--- config.mk ---
export PLATFORM = sky130hd
export DESIGN_NAME = gate_test_sequencer
export DESIGN_NICKNAME = d
export VERILOG_FILES = /design/src/rtl/gate_test_sequencer.sv
export SDC_FILE = /design/constraint.sdc
export NUM_CORES = 1
export LEC_CHECK = 0
export ABC_AREA = 1
export BUFFER_PORTS_ARGS = -buffer_cell sky130_fd_sc_hd__buf_4
export CAP_MARGIN = 20
export CELL_PAD_IN_SITES_DETAIL_PLACEMENT = 0
export CELL_PAD_IN_SITES_GLOBAL_PLACEMENT = 1
export CORE_MARGIN = 4
export CORE_UTILIZATION = 41
export CTS_BUF_LIST = sky130_fd_sc_hd__clkbuf_2 sky130_fd_sc_hd__clkbuf_4 sky130_fd_sc_hd__clkbuf_8
export CTS_CLUSTER_SIZE = 25
export DETAILED_ROUTE_END_ITERATION = 10
export PLACE_DENSITY = 0.89
export SLEW_MARGIN = 20
export SYNTH_ARGS = -nofsm -noshare
export SYNTH_HDL_FRONTEND = slang
export SYNTH_SLANG_ARGS = --single-unit
export TNS_END_PERCENT = 10
--- constraint.sdc ---
create_clock -name clk -period 1.7 [get_ports clk]
set_input_delay 0.34 -clock clk [delete_from_list [all_inputs] [get_ports clk]]
set_output_delay 0.34 -clock clk [all_outputs]
set_load 0.005 [all_outputs]
--- src/rtl/gate_test_sequencer.sv ---
// gate_test_sequencer: self-test controller for one combinational gate.
// Walks every input vector 0 .. 2**IN_W-1, holds each for SETTLE+1 cycles,
// samples gate_y on the last hold cycle and compares it with TT[vector].
// Reports pass, mismatch count and first failing vector.
// Optional build macro: STOP_ON_FAIL_EN -- end the run at the first mismatch.
module gate_test_sequencer #(
   parameter int                  IN_W   = 2,
   parameter int                  SETTLE = 2,
   parameter logic [2**IN_W-1:0]  TT     = 4'b0111
) (
   input  logic              clk,
   input  logic              rst,
   input  logic              start,
   output logic [IN_W-1:0]   vec_out,
   input  logic              gate_y,
   output logic              busy,
   output logic              done,
   output logic              pass,
   output logic [IN_W:0]     err_count,
   output logic [IN_W-1:0]   fail_vec
);

   // Hold counter only needs to reach SETTLE; keep at least one bit.
   localparam int               HOLD_W    = (SETTLE > 0) ? $clog2(SETTLE + 1) : 1;
   localparam logic [HOLD_W-1:0] HOLD_LAST = HOLD_W'(SETTLE);
   localparam logic [IN_W-1:0]   VEC_LAST  = {IN_W{1'b1}};

   typedef enum logic [1:0] {
      IDLE = 2'd0,
      RUN  = 2'd1,
      FIN  = 2'd2
   } state_t;

   state_t             state_q,  state_d;
   logic [IN_W-1:0]    vec_q,    vec_d;
   logic [HOLD_W-1:0]  hold_q,   hold_d;
   logic               busy_q,   busy_d;
   logic               done_q,   done_d;
   logic               pass_q,   pass_d;
   logic [IN_W:0]      err_q,    err_d;
   logic [IN_W-1:0]    fail_q,   fail_d;

   logic               mismatch;
   logic               last_vec;
   logic [IN_W:0]      err_next;

   // Next-state and next-output logic for the sequencer FSM.
   always_comb begin
      // NOTE: every combinational output gets a default first so no path leaves it unassigned (no latch).
      state_d  = state_q;
      vec_d    = vec_q;
      hold_d   = hold_q;
      busy_d   = busy_q;
      done_d   = 1'b0;
      pass_d   = pass_q;
      err_d    = err_q;
      fail_d   = fail_q;
      mismatch = 1'b0;
      last_vec = 1'b0;
      err_next = err_q;

      unique case (state_q)
         IDLE: begin
            if (start) begin
               state_d = RUN;
               vec_d   = '0;
               hold_d  = '0;
               err_d   = '0;
               fail_d  = '0;
               pass_d  = 1'b0;
               busy_d  = 1'b1;
            end
         end

         RUN: begin
            if (hold_q == HOLD_LAST) begin
               // Sample edge for the current vector.
               mismatch = (gate_y != TT[vec_q]);
               err_next = err_q + {{IN_W{1'b0}}, mismatch};
               err_d    = err_next;
               if (mismatch && (err_q == '0)) begin
                  fail_d = vec_q;
               end
`ifdef STOP_ON_FAIL_EN
               last_vec = (vec_q == VEC_LAST) || mismatch;
`else
               last_vec = (vec_q == VEC_LAST);
`endif
               if (last_vec) begin
                  state_d = FIN;
                  busy_d  = 1'b0;
                  done_d  = 1'b1;
                  pass_d  = (err_next == '0);
                  vec_d   = '0;
                  hold_d  = '0;
               end else begin
                  vec_d  = vec_q + IN_W'(1);
                  hold_d = '0;
               end
            end else begin
               hold_d = hold_q + HOLD_W'(1);
            end
         end

         FIN: begin
            // done is already high for this single cycle; start is ignored here.
            state_d = IDLE;
         end

         default: begin
            state_d = IDLE;
            busy_d  = 1'b0;
         end
      endcase
   end

   // State and registered outputs; asynchronous reset clears everything.
   always_ff @(posedge clk or posedge rst) begin
      if (rst) begin
         state_q <= IDLE;
         vec_q   <= '0;
         hold_q  <= '0;
         busy_q  <= 1'b0;
         done_q  <= 1'b0;
         pass_q  <= 1'b0;
         err_q   <= '0;
         fail_q  <= '0;
      end else begin
         // NOTE: non-blocking assignments so every flop samples the pre-edge values.
         state_q <= state_d;
         vec_q   <= vec_d;
         hold_q  <= hold_d;
         busy_q  <= busy_d;
         done_q  <= done_d;
         pass_q  <= pass_d;
         err_q   <= err_d;
         fail_q  <= fail_d;
      end
   end

   assign vec_out   = vec_q;
   assign busy      = busy_q;
   assign done      = done_q;
   assign pass      = pass_q;
   assign err_count = err_q;
   assign fail_vec  = fail_q;

endmodule

==> qor.yml <==
status: "completed"
setup_viol: 0
drt-met1-wl_um: 615
numCtsBuffers: 3
yosysTopAreaCell: "dfrtp_1"
worstPathRequired_ns: 1.87
antenna_found_initial: 0
vias_per_cell: 4.65
postCtsSetupBuffers: 0
wl_um: 1360
hold_path.class: "primary input to asynchronous set/reset pin"
ys_seq_area_share_pct: 45.9
drive_above_1_share_pct: 32.4
path_clk_slew_ns: 0.08
routabilityCongestion: 0.749
cts_tree: "yes"
synthMostInstantiatedCell: "nand2_1"
syn-mean-instance-area_um2: 8.12
routed.top_layer: "met4"
r2r-end: "pass$_DFFE_PP0P_"
initial_core_util_pct: 43.7
routed-wl-met2_um: 661
grt_setup_unrepaired: "true"
htreeDepth: 1
max_freq_mhz: 651
nFillCells: 168
grt_overflow_total: 0
die_h_um: 51.1
dr.pass1.iters: 4
post-route-util_pct: 54.8
worst_pin_slew_ns: 0.546
io_buffers: 13
cts_buffer_depth: 2
yosysWarningCount: 0
crit_path_max_fanout: 2
die_area_um2: 2620
wl_met3_um: 71
critPathKind: "flip-flop to flip-flop"
clk_latency_ns: 0.27
clock-sinks: 14
syn_area_um2: 763
floorplan.die.width_um: 51.1
regToRegStartpoint: "vec_out[1]$_DFFE_PP0P_"
period_minus_slack_ns: 1.54
cts_hold_buf: 0
hold_violations: 0
crit_start: "vec_out[1]$_DFFE_PP0P_"
num_vias: 633
grt_pass1_vias: 629
synth_area_leaders: "dfrtp_1 46%, nand2_1 12%, ha_1 6.6%, nand3_1 5.9%, inv_1 5.9%"
crit_path_end_kind: "flip-flop"
synth.top_cell.area_share_pct: 45.9
totalNegativeSetupSlack_ns: 0
p_leak_nw: 0.509
arrival_ns: 1.71
drt_iter0_drc: 4
num_rows: 15
rr_worst_depth: 10
synth_edf_count: 0
holdWs_ns: 0.105
ctsRootBufferMaster: "clkbuf_4"
syn-num-nets: 102
synthTopCellsByCount: "24 x nand2_1, 14 x dfrtp_1, 12 x inv_1, 9 x nand3_1, 8 x nor2_1"
synth-seq-cells: 14
period_share_pct: 90.4
finalPower_mw: 1.58
slew_viol_final: 0
synthArstFlopShare_pct: 100
max-vdd-ir-drop_mv: 0.716
maxCapViolCount: 0
grt_usage_pct: 13.1
endpoint: "pass$_DFFE_PP0P_"
area_growth_pct: 25.2
r2r_slack_ns: 0.16
max_slew_margin_pct: 63.6
hpwl_um: 1070
core-area_um2: 1750
worstSetupStartpointType: "flip-flop"
drt_drc_violations_left: 0
synthFlopType: "dfrtp_1"
ant_nets: 0
nNetsFinal: 121
n_antenna_cell: 0
num_io_pins: 14
synth_cell_types: 16
drt-wirelength-per-cell_um: 10.0
clock-skew-final_ns: 0.000584
synthCells: 94
pwr_density_cell_nw_per_um2: 1660
grt_pass1_wl_um: 2530
grt_max_degree: 15
-- metrics by stage --
stage	setup slack (ns)	std cells	instance area, µm²
after global placement	0.0961	133	896
after floorplan	0.0911	94	763
final	0.164	136	956
after CTS	0.0356	136	918
after detailed placement	0.0572	133	896
after global routing	-0.0298	136	956
-- cells in the final DEF, fill, tap and decap left out --
cell type  synthesis  layout
nand2_1           24      21
dfrtp_1           14      14
buf_4              0      15
nand2_2            2       5
nor3_1             2       2
ha_1               4       1
inv_2              3       4
nand2_4            1       1
xor2_1             1       1
ha_4               0       2
o21ai_0            5       5
inv_1             12      11
nor2_4             3       3
clkbuf_4           0       3
o21ai_2            1       1
nand3_1            9       9
ha_2               0       1
nor2_1             8       7
o21ai_1            4       4
nor2_2             0       1
-- sequential cells by signal, summed over array words and instances (netlist names) --
register	flops
fail_vec	2
busy	1
hold_q	2
done	1
state_q	2
vec_out	2
err_count	3
pass	1
-- layout make-up --
type                    instances  area, µm²  share of cell area (%)
well taps                      25       31.3                    3.27
flip-flops and latches         14        350                    36.6
repair buffers                 15        113                    11.8
inverters                      15       56.3                    5.89
multi-input cells              64        383                    40.1
clock buffers                   3       22.5                    2.36
-- worst max-delay path, cell delays in order (launching register included) --
cell and delay, ns:
dfrtp_1 0.39, ha_2 0.20, inv_2 0.05, nand2_2 0.04
nand2_2 0.08, ha_4 0.14, ha_4 0.13, xor2_1 0.19
nor2_1 0.07, nand3_1 0.08, nand2_1 0.05
-- routing by layer --
metal	up-vias	GRT usage, %
li1	333	-
met4	0	4.04
met1	288	15.3
met2	10	21.2
met5	-	0
met3	2	6.12
-- worst min-delay path by stage --
| stage | start | to | slack (ns) | cells past startpoint |
|---|---|---|---|---|
| finish | rst | done$_DFF_PP0_ | 0.11 | 2 |
| global route | rst | state_q[1]$_DFFE_PP0P_ | 0.14 | 2 |
| CTS | rst | state_q[0]$_DFFE_PP0P_ | 0.11 | 2 |
| detailed placement | rst | done$_DFF_PP0_ | 0.42 | 2 |
| global placement | rst | done$_DFF_PP0_ | 0.42 | 2 |
| floorplan | rst | busy$_DFFE_PP0P_ | 0.23 | 1 |
-- what timing repair did --
item / CTS / global route
gates resized for setup: 0 / 9
endpoints found under the hold margin: 0 / 0
endpoints found under the setup margin: 0 / 1
-- cells by family after synthesis --
group                      synth area share (%)
xor gates and xnor gates                   1.15
DFF                                        45.9
and+or+nand+nor                            30.5
buffers and inverters                      8.85
AOI/OAI and AO/OA                          7.05
adders and majority gates                  6.56
-- power breakdown --
| part | leakage [nW] | switching [mW] | total [mW] | internal, mW |
|---|---|---|---|---|
| registers | 0.177 | 0.0989 | 0.554 | 0.456 |
| clock network | 0.0138 | 0.101 | 0.183 | 0.0821 |
| logic | 0.318 | 0.460 | 0.846 | 0.386 |
| total | 0.509 | 0.659 | 1.58 | 0.924 |
(Power assumes the default switching activity.)
